$ cat src/rtl/mc_controller.sv
//------------------------------------------------------------------------------
// Module      : mc_controller
// Description : Multicycle control FSM sequencing fetch/decode/execute/memory/
//               writeback for the CR16-style 16-bit datapath.
// Revision    : 1.0 - initial release
//------------------------------------------------------------------------------
`default_nettype none

module mc_controller #(
  parameter int WIDTH = 16,
  parameter int PSRL  = 5
) (
  input  logic             clk,
  input  logic             reset,
  input  logic [WIDTH-1:0] INSTR,
  input  logic [PSRL-1:0]  PSR_IN,
  input  logic             MEM_RDY,
  output logic             PC_S,
  output logic             MEM_S,
  output logic [1:0]       WD_S,
  output logic [1:0]       ALUA_S,
  output logic [1:0]       ALUB_S,
  output logic             INSTR_EN,
  output logic             ALU_OUT_EN,
  output logic             MEM_REG_EN,
  output logic             PC_EN,
  output logic             PSR_EN,
  output logic             SE_SIGN,
  output logic             REG_WR,
  output logic             MEM_WR,
  output logic             ALU_ADD,
  output logic [3:0]       STATE
);

  typedef enum logic [3:0] {
    S_FETCH  = 4'd0,
    S_DECODE = 4'd1,
    S_ALU_R  = 4'd2,
    S_ALU_I  = 4'd3,
    S_WB     = 4'd4,
    S_LD     = 4'd5,
    S_LDWB   = 4'd6,
    S_ST     = 4'd7,
    S_BR     = 4'd8,
    S_JMP    = 4'd9,
    S_PCINC  = 4'd10,
    S_PCWR   = 4'd11
  } state_t;

  state_t r_state;

  logic [3:0] w_op, w_cond, w_ext;
  logic       w_flag_n, w_flag_z, w_flag_f, w_flag_l, w_flag_c;
  logic       w_r_alu, w_r_arith, w_i_alu, w_i_arith;
  logic       w_is_mov, w_is_movi, w_cond_true;
  logic       w_unused_imm;

  assign w_op   = INSTR[15:12];
  assign w_cond = INSTR[11:8];
  assign w_ext  = INSTR[7:4];
  assign w_unused_imm = ^INSTR[3:0];

  assign {w_flag_n, w_flag_z, w_flag_f, w_flag_l, w_flag_c} = PSR_IN[4:0];

  // Arithmetic (ADD/SUB/CMP) forms update flags and use a sign-extended immediate.
  assign w_r_arith = (w_op == 4'b0000) && (w_ext inside {4'b0101, 4'b1001, 4'b1011});
  assign w_r_alu   = w_r_arith || ((w_op == 4'b0000) && (w_ext inside {4'b0001, 4'b0010, 4'b0011}));
  assign w_i_arith = w_op inside {4'b0101, 4'b1001, 4'b1011};
  assign w_i_alu   = w_i_arith || (w_op inside {4'b0001, 4'b0010, 4'b0011});
  assign w_is_mov  = (w_op == 4'b0000) && (w_ext == 4'b1101);
  assign w_is_movi = (w_op == 4'b1101);

  always_comb begin
    w_cond_true = 1'b0;
    case (w_cond)
      4'b0000: w_cond_true = w_flag_z;
      4'b0001: w_cond_true = !w_flag_z;
      4'b0010: w_cond_true = w_flag_c;
      4'b0011: w_cond_true = !w_flag_c;
      4'b0100: w_cond_true = w_flag_l;
      4'b0101: w_cond_true = !w_flag_l;
      4'b0110: w_cond_true = w_flag_n;
      4'b0111: w_cond_true = !w_flag_n;
      4'b1000: w_cond_true = w_flag_f;
      4'b1001: w_cond_true = !w_flag_f;
      4'b1010: w_cond_true = !w_flag_l && !w_flag_z;
      4'b1011: w_cond_true = w_flag_l || w_flag_z;
      4'b1100: w_cond_true = !w_flag_n && !w_flag_z;
      4'b1101: w_cond_true = w_flag_n || w_flag_z;
      4'b1110: w_cond_true = 1'b1;
      default: w_cond_true = 1'b0;
    endcase
  end

  always_ff @(posedge clk or negedge reset) begin
    if (!reset) begin
      r_state <= S_FETCH;
    end else begin
      case (r_state)
        S_FETCH:  r_state <= MEM_RDY ? S_DECODE : S_FETCH;
        S_DECODE: begin
          if (w_r_alu)                                     r_state <= S_ALU_R;
          else if (w_is_mov || w_is_movi)                  r_state <= S_WB;
          else if (w_i_alu)                                r_state <= S_ALU_I;
          else if (w_op == 4'b0100 && w_ext == 4'b0000)    r_state <= S_LD;
          else if (w_op == 4'b0100 && w_ext == 4'b0100)    r_state <= S_ST;
          else if (w_op == 4'b0100 && w_ext == 4'b1100)    r_state <= S_JMP;
          else if (w_op == 4'b1100)                        r_state <= S_BR;
          else                                             r_state <= S_PCINC;
        end
        S_ALU_R:  r_state <= (w_ext == 4'b1011) ? S_PCINC : S_WB;
        S_ALU_I:  r_state <= (w_op == 4'b1011) ? S_PCINC : S_WB;
        S_WB:     r_state <= S_PCINC;
        S_LD:     r_state <= MEM_RDY ? S_LDWB : S_LD;
        S_LDWB:   r_state <= S_PCINC;
        S_ST:     r_state <= MEM_RDY ? S_PCINC : S_ST;
        S_BR:     r_state <= w_cond_true ? S_PCWR : S_PCINC;
        S_JMP:    r_state <= w_cond_true ? S_FETCH : S_PCINC;
        S_PCINC:  r_state <= S_PCWR;
        S_PCWR:   r_state <= S_FETCH;
        default:  r_state <= S_FETCH;
      endcase
    end
  end

  // Gating on reset makes the strobes (notably MEM_WR) drop the instant reset asserts.
  always_comb begin
    PC_S       = 1'b0;
    MEM_S      = 1'b0;
    WD_S       = 2'b00;
    ALUA_S     = 2'b00;
    ALUB_S     = 2'b00;
    INSTR_EN   = 1'b0;
    ALU_OUT_EN = 1'b0;
    MEM_REG_EN = 1'b0;
    PC_EN      = 1'b0;
    PSR_EN     = 1'b0;
    SE_SIGN    = 1'b0;
    REG_WR     = 1'b0;
    MEM_WR     = 1'b0;
    ALU_ADD    = 1'b0;
    STATE      = reset ? r_state : 4'd0;
    if (reset) begin
      case (r_state)
        S_FETCH: begin
          MEM_S    = 1'b1;
          INSTR_EN = MEM_RDY;
        end
        S_ALU_R: begin
          ALU_OUT_EN = 1'b1;
          PSR_EN     = w_r_arith;
        end
        S_ALU_I: begin
          ALUA_S     = 2'b10;
          ALU_OUT_EN = 1'b1;
          SE_SIGN    = w_i_arith;
          PSR_EN     = w_i_arith;
        end
        S_WB: begin
          REG_WR = 1'b1;
          WD_S   = w_is_movi ? 2'b00 : (w_is_mov ? 2'b01 : 2'b11);
        end
        S_LD:   MEM_REG_EN = MEM_RDY;
        S_LDWB: begin
          WD_S   = 2'b10;
          REG_WR = 1'b1;
        end
        S_ST:   MEM_WR = 1'b1;
        S_BR: begin
          if (w_cond_true) begin
            ALUA_S     = 2'b01;
            ALUB_S     = 2'b01;
            SE_SIGN    = 1'b1;
            ALU_ADD    = 1'b1;
            ALU_OUT_EN = 1'b1;
          end
        end
        S_JMP:  PC_EN = w_cond_true;
        S_PCINC: begin
          ALUA_S     = 2'b01;
          ALUB_S     = 2'b10;
          ALU_ADD    = 1'b1;
          ALU_OUT_EN = 1'b1;
        end
        S_PCWR: begin
          PC_S  = 1'b1;
          PC_EN = 1'b1;
        end
        default: ;
      endcase
    end
  end

endmodule

`default_nettype wire
$ cat config.mk
export PLATFORM = sky130hd
export DESIGN_NAME = mc_controller
export DESIGN_NICKNAME = d
export VERILOG_FILES = /design/src/rtl/mc_controller.sv
export SDC_FILE = /design/constraint.sdc
export NUM_CORES = 1
export LEC_CHECK = 0
export ABC_CLOCK_PERIOD_IN_PS = 1400
export BUFFER_PORTS_ARGS = -buffer_cell sky130_fd_sc_hd__buf_2
export CAP_MARGIN = 20
export CORE_AREA = 5 5 62 64
export DETAILED_ROUTE_END_ITERATION = 10
export DIE_AREA = 0 0 67 69
export PLACE_DENSITY = 0.59
export SLEW_MARGIN = 40
export SYNTH_ARGS = -nofsm -noshare
export SYNTH_HDL_FRONTEND = slang
export SYNTH_SLANG_ARGS = --single-unit
$ cat constraint.sdc
create_clock -name clk -period 1.4 [get_ports clk]
set_input_delay 0.07 -clock clk [delete_from_list [all_inputs] [get_ports clk]]
set_output_delay 0.07 -clock clk [all_outputs]
set_load 0.1 [all_outputs]
==> flow_summary.ini <==
[placed_design]
dpl-instance-area_um2 = 1950
io_buffers = 40
dp.cells = 264
pre_cts_slack_ns = -0.224
gp_congestion = 0.873
hpwl_um = 3100

[status]
violations = hold timing, setup timing
run_status = finished with violations

[pwr]
swShare_pct = 50.6
p_int_uw = 1760
p_leak_uw = 0.00100
comb_power_share_pct = 88.6
power.switching_uw = 1800
power.total_uw = 3550
ir_worst_vdd_uv = 521
pwr-share-seq_pct = 7.0
pwr-share-clk_pct = 4.4
p_per_area_nw_per_um2 = 1550

[worst_setup_path]
path_class = flip-flop to output pin
arrival_ns = 1.69
required_ns = 1.33
crit_fanout = 4
crit_path_end_kind = output pin
start_kind = flip-flop

[layout]
fillers = 243
seqCellArea_um2 = 104
postLayoutCellArea_um2 = 2290
top_regs = r_state (4)
final_common_cell = buf_4
layout_common_cells = buf_4 (51), buf_12 (22), buf_2 (19), nor2_1 (15), buf_6 (12)
layout-drive-gt1-share_pct = 64.0
multi_input_area_um2 = 1020
final_nets = 265
regMostFlops = r_state
largest_reg_flops = 4
final_cell_count_no_fill = 285
synthToLayoutAreaGrowth_pct = 149
n_antenna_cell = 0

[floorplan]
ios = 45
core_area_um2 = 3230
die-width_um = 67
start_util_pct = 28.4
die_area_um2 = 4620
row_count = 21
dieHeight_um = 69

[clock_network]
clockRootBuffer = clkbuf_4
h-tree-depth = 1
cts_tree = done
clk_pin_slew_ns = 0.04
cts_buffers = 3
clock_latency_ns = 0.25
cts.path.max_buffers = 2
cts.sinks = 4

[min_path]
min_path_type = input port to asynchronous set/reset pin

[logic_synthesis]
synth_edf_count = 0
synthArstFlopShare_pct = 100
synth_nets = 164
ys_ff_latch = 4
synth_area_per_cell_um2 = 6.56
yosysTopAreaCell = dfrtp_1
syn_inst = 140
synth_flop_cell = dfrtp_1
post_synth_num_cell_types = 47
syn_area_um2 = 918
yosysTopAreaCellShare_pct = 10.9
ys_seq_area_share_pct = 10.9
synth.area.top_cells = dfrtp_1 (11%), nor2_1 (7.8%), nand2_1 (5.7%), and2_1 (5.4%), o21ai_0 (4.4%)
yosysWarnings = 0

[global_route]
grt_first_pass_wirelength_um = 6820
antenna_found_initial = 0
grt_pass1_vias = 1460
grt_usage_pct = 18.4
grt_max_degree = 10
grt_overflow_total = 0

[sta]
tightestPinTransition_ns = 0.326
relSlewSlack_pct = 78.1
finClkSkew_ns = 0.00546
rsz0062_at_grt = yes
hold_violations = 1
worst_hold_slack_ns = -0.000856
tns_ns = -5.31
max_freq_ghz = 0.569
maxSlewViolCount = 0
timing.final.crit_share_pct = 125
setup_slack_ns = -0.356
post-route-min-period_ns = 1.76
setup_viol = 21

[route]
post_drt_wl_per_cell_um = 15.5
drt-total-wl_um = 4420
route.detailed.drc = 0
num_vias = 1485
viasPerCell = 5.21
drt_first_iter_violations = 76
detail-route-antenna-nets = 0
firstDrtPassIters = 4

[run]
cap_violations = 0
## critical path, stage by stage, from the launching register on
cell and delay [ns]:
dfrtp_1 0.41, buf_4 0.15, buf_6 0.10, nor2b_4 0.11, and2_4 0.15, and2_4 0.14
a21bo_4 0.21, buf_12 0.16
## per-stage QoR
| stage | util, % | hold slack (ns) |
|---|---|---|
| floorplan | - | -0.226 |
| global placement | 60.4 | -0.0979 |
| detailed placement | 60.4 | -0.0932 |
| CTS | 69.3 | 0.253 |
| global route | 70.9 | 0.00900 |
| finish | 70.9 | -0.000856 |
## synth_stat cells (4+ instances only)
library cell and n:
a21oi_1 7, and2_1 8, and3_1 5, clkbuf_1 6, dfrtp_1 4, nand2_1 14, nand2b_1 5, nor2_1 19
nor2b_1 5, nor3_1 6, o21ai_0 8, or3_1 4
## final cells by class
class	instances	share of cell area, %
inverters	4	0.655
flip-flops and latches	4	4.53
clock buffers	3	0.983
multi-input cells	122	44.3
repair buffers	106	47.0
well taps	46	2.51
## path summary, 6_finish.rpt
path,start,end,slack [ns],cells past startpoint
min in group clk,MEM_RDY,r_state[0],0.25,3
max,r_state[3],SE_SIGN,-0.36,7
min reg2reg,r_state[1],r_state[2],0.87,3
max in group asynchronous,reset,r_state[0],0.75,3
min,reset,r_state[2],-0.0009,3
max reg2reg,r_state[3],r_state[1],-0.25,8
## kinds of logic after synthesis
kind of cell | count (synthesis) | synth area share (%)
AND/OR/NAND/NOR | 80 | 46.6
AO/OA/AOI/OAI | 39 | 32.3
buffers and inverters | 14 | 7.22
flip-flops | 4 | 10.9
XOR/XNOR | 2 | 1.91
multiplexers | 1 | 1.09
## per-layer routing
layer  track usage (%)  vias up  part of all wire [%]
met3              1.30        4                   3.3
li1                  -      721                     -
met2              35.0       34                    57
met5                 0        -                     0
met4              4.05        0                  0.72
met1              21.5      726                    39
## what timing repair did
item                                    in CTS  in global routing
pin swaps                                   18                 12
endpoints found under the setup margin      21                 23
setup buffers                               16                  4
hold buffers                                 1                  1
endpoints found under the hold margin        4                  3
resized for setup                           38                  5
## power by group through the flow
stage          Combinational [uW]  Clock [uW]  Sequential, uW
2_1_floorplan                1480           0             193
3_3_place_gp                 2400           0             263
3_5_place_dp                 2420           0             262
4_1_cts                      2980         156             241
5_1_grt                      3280         169             253
6_report                     3150         156             248
Power figures use the tool's default switching activity.
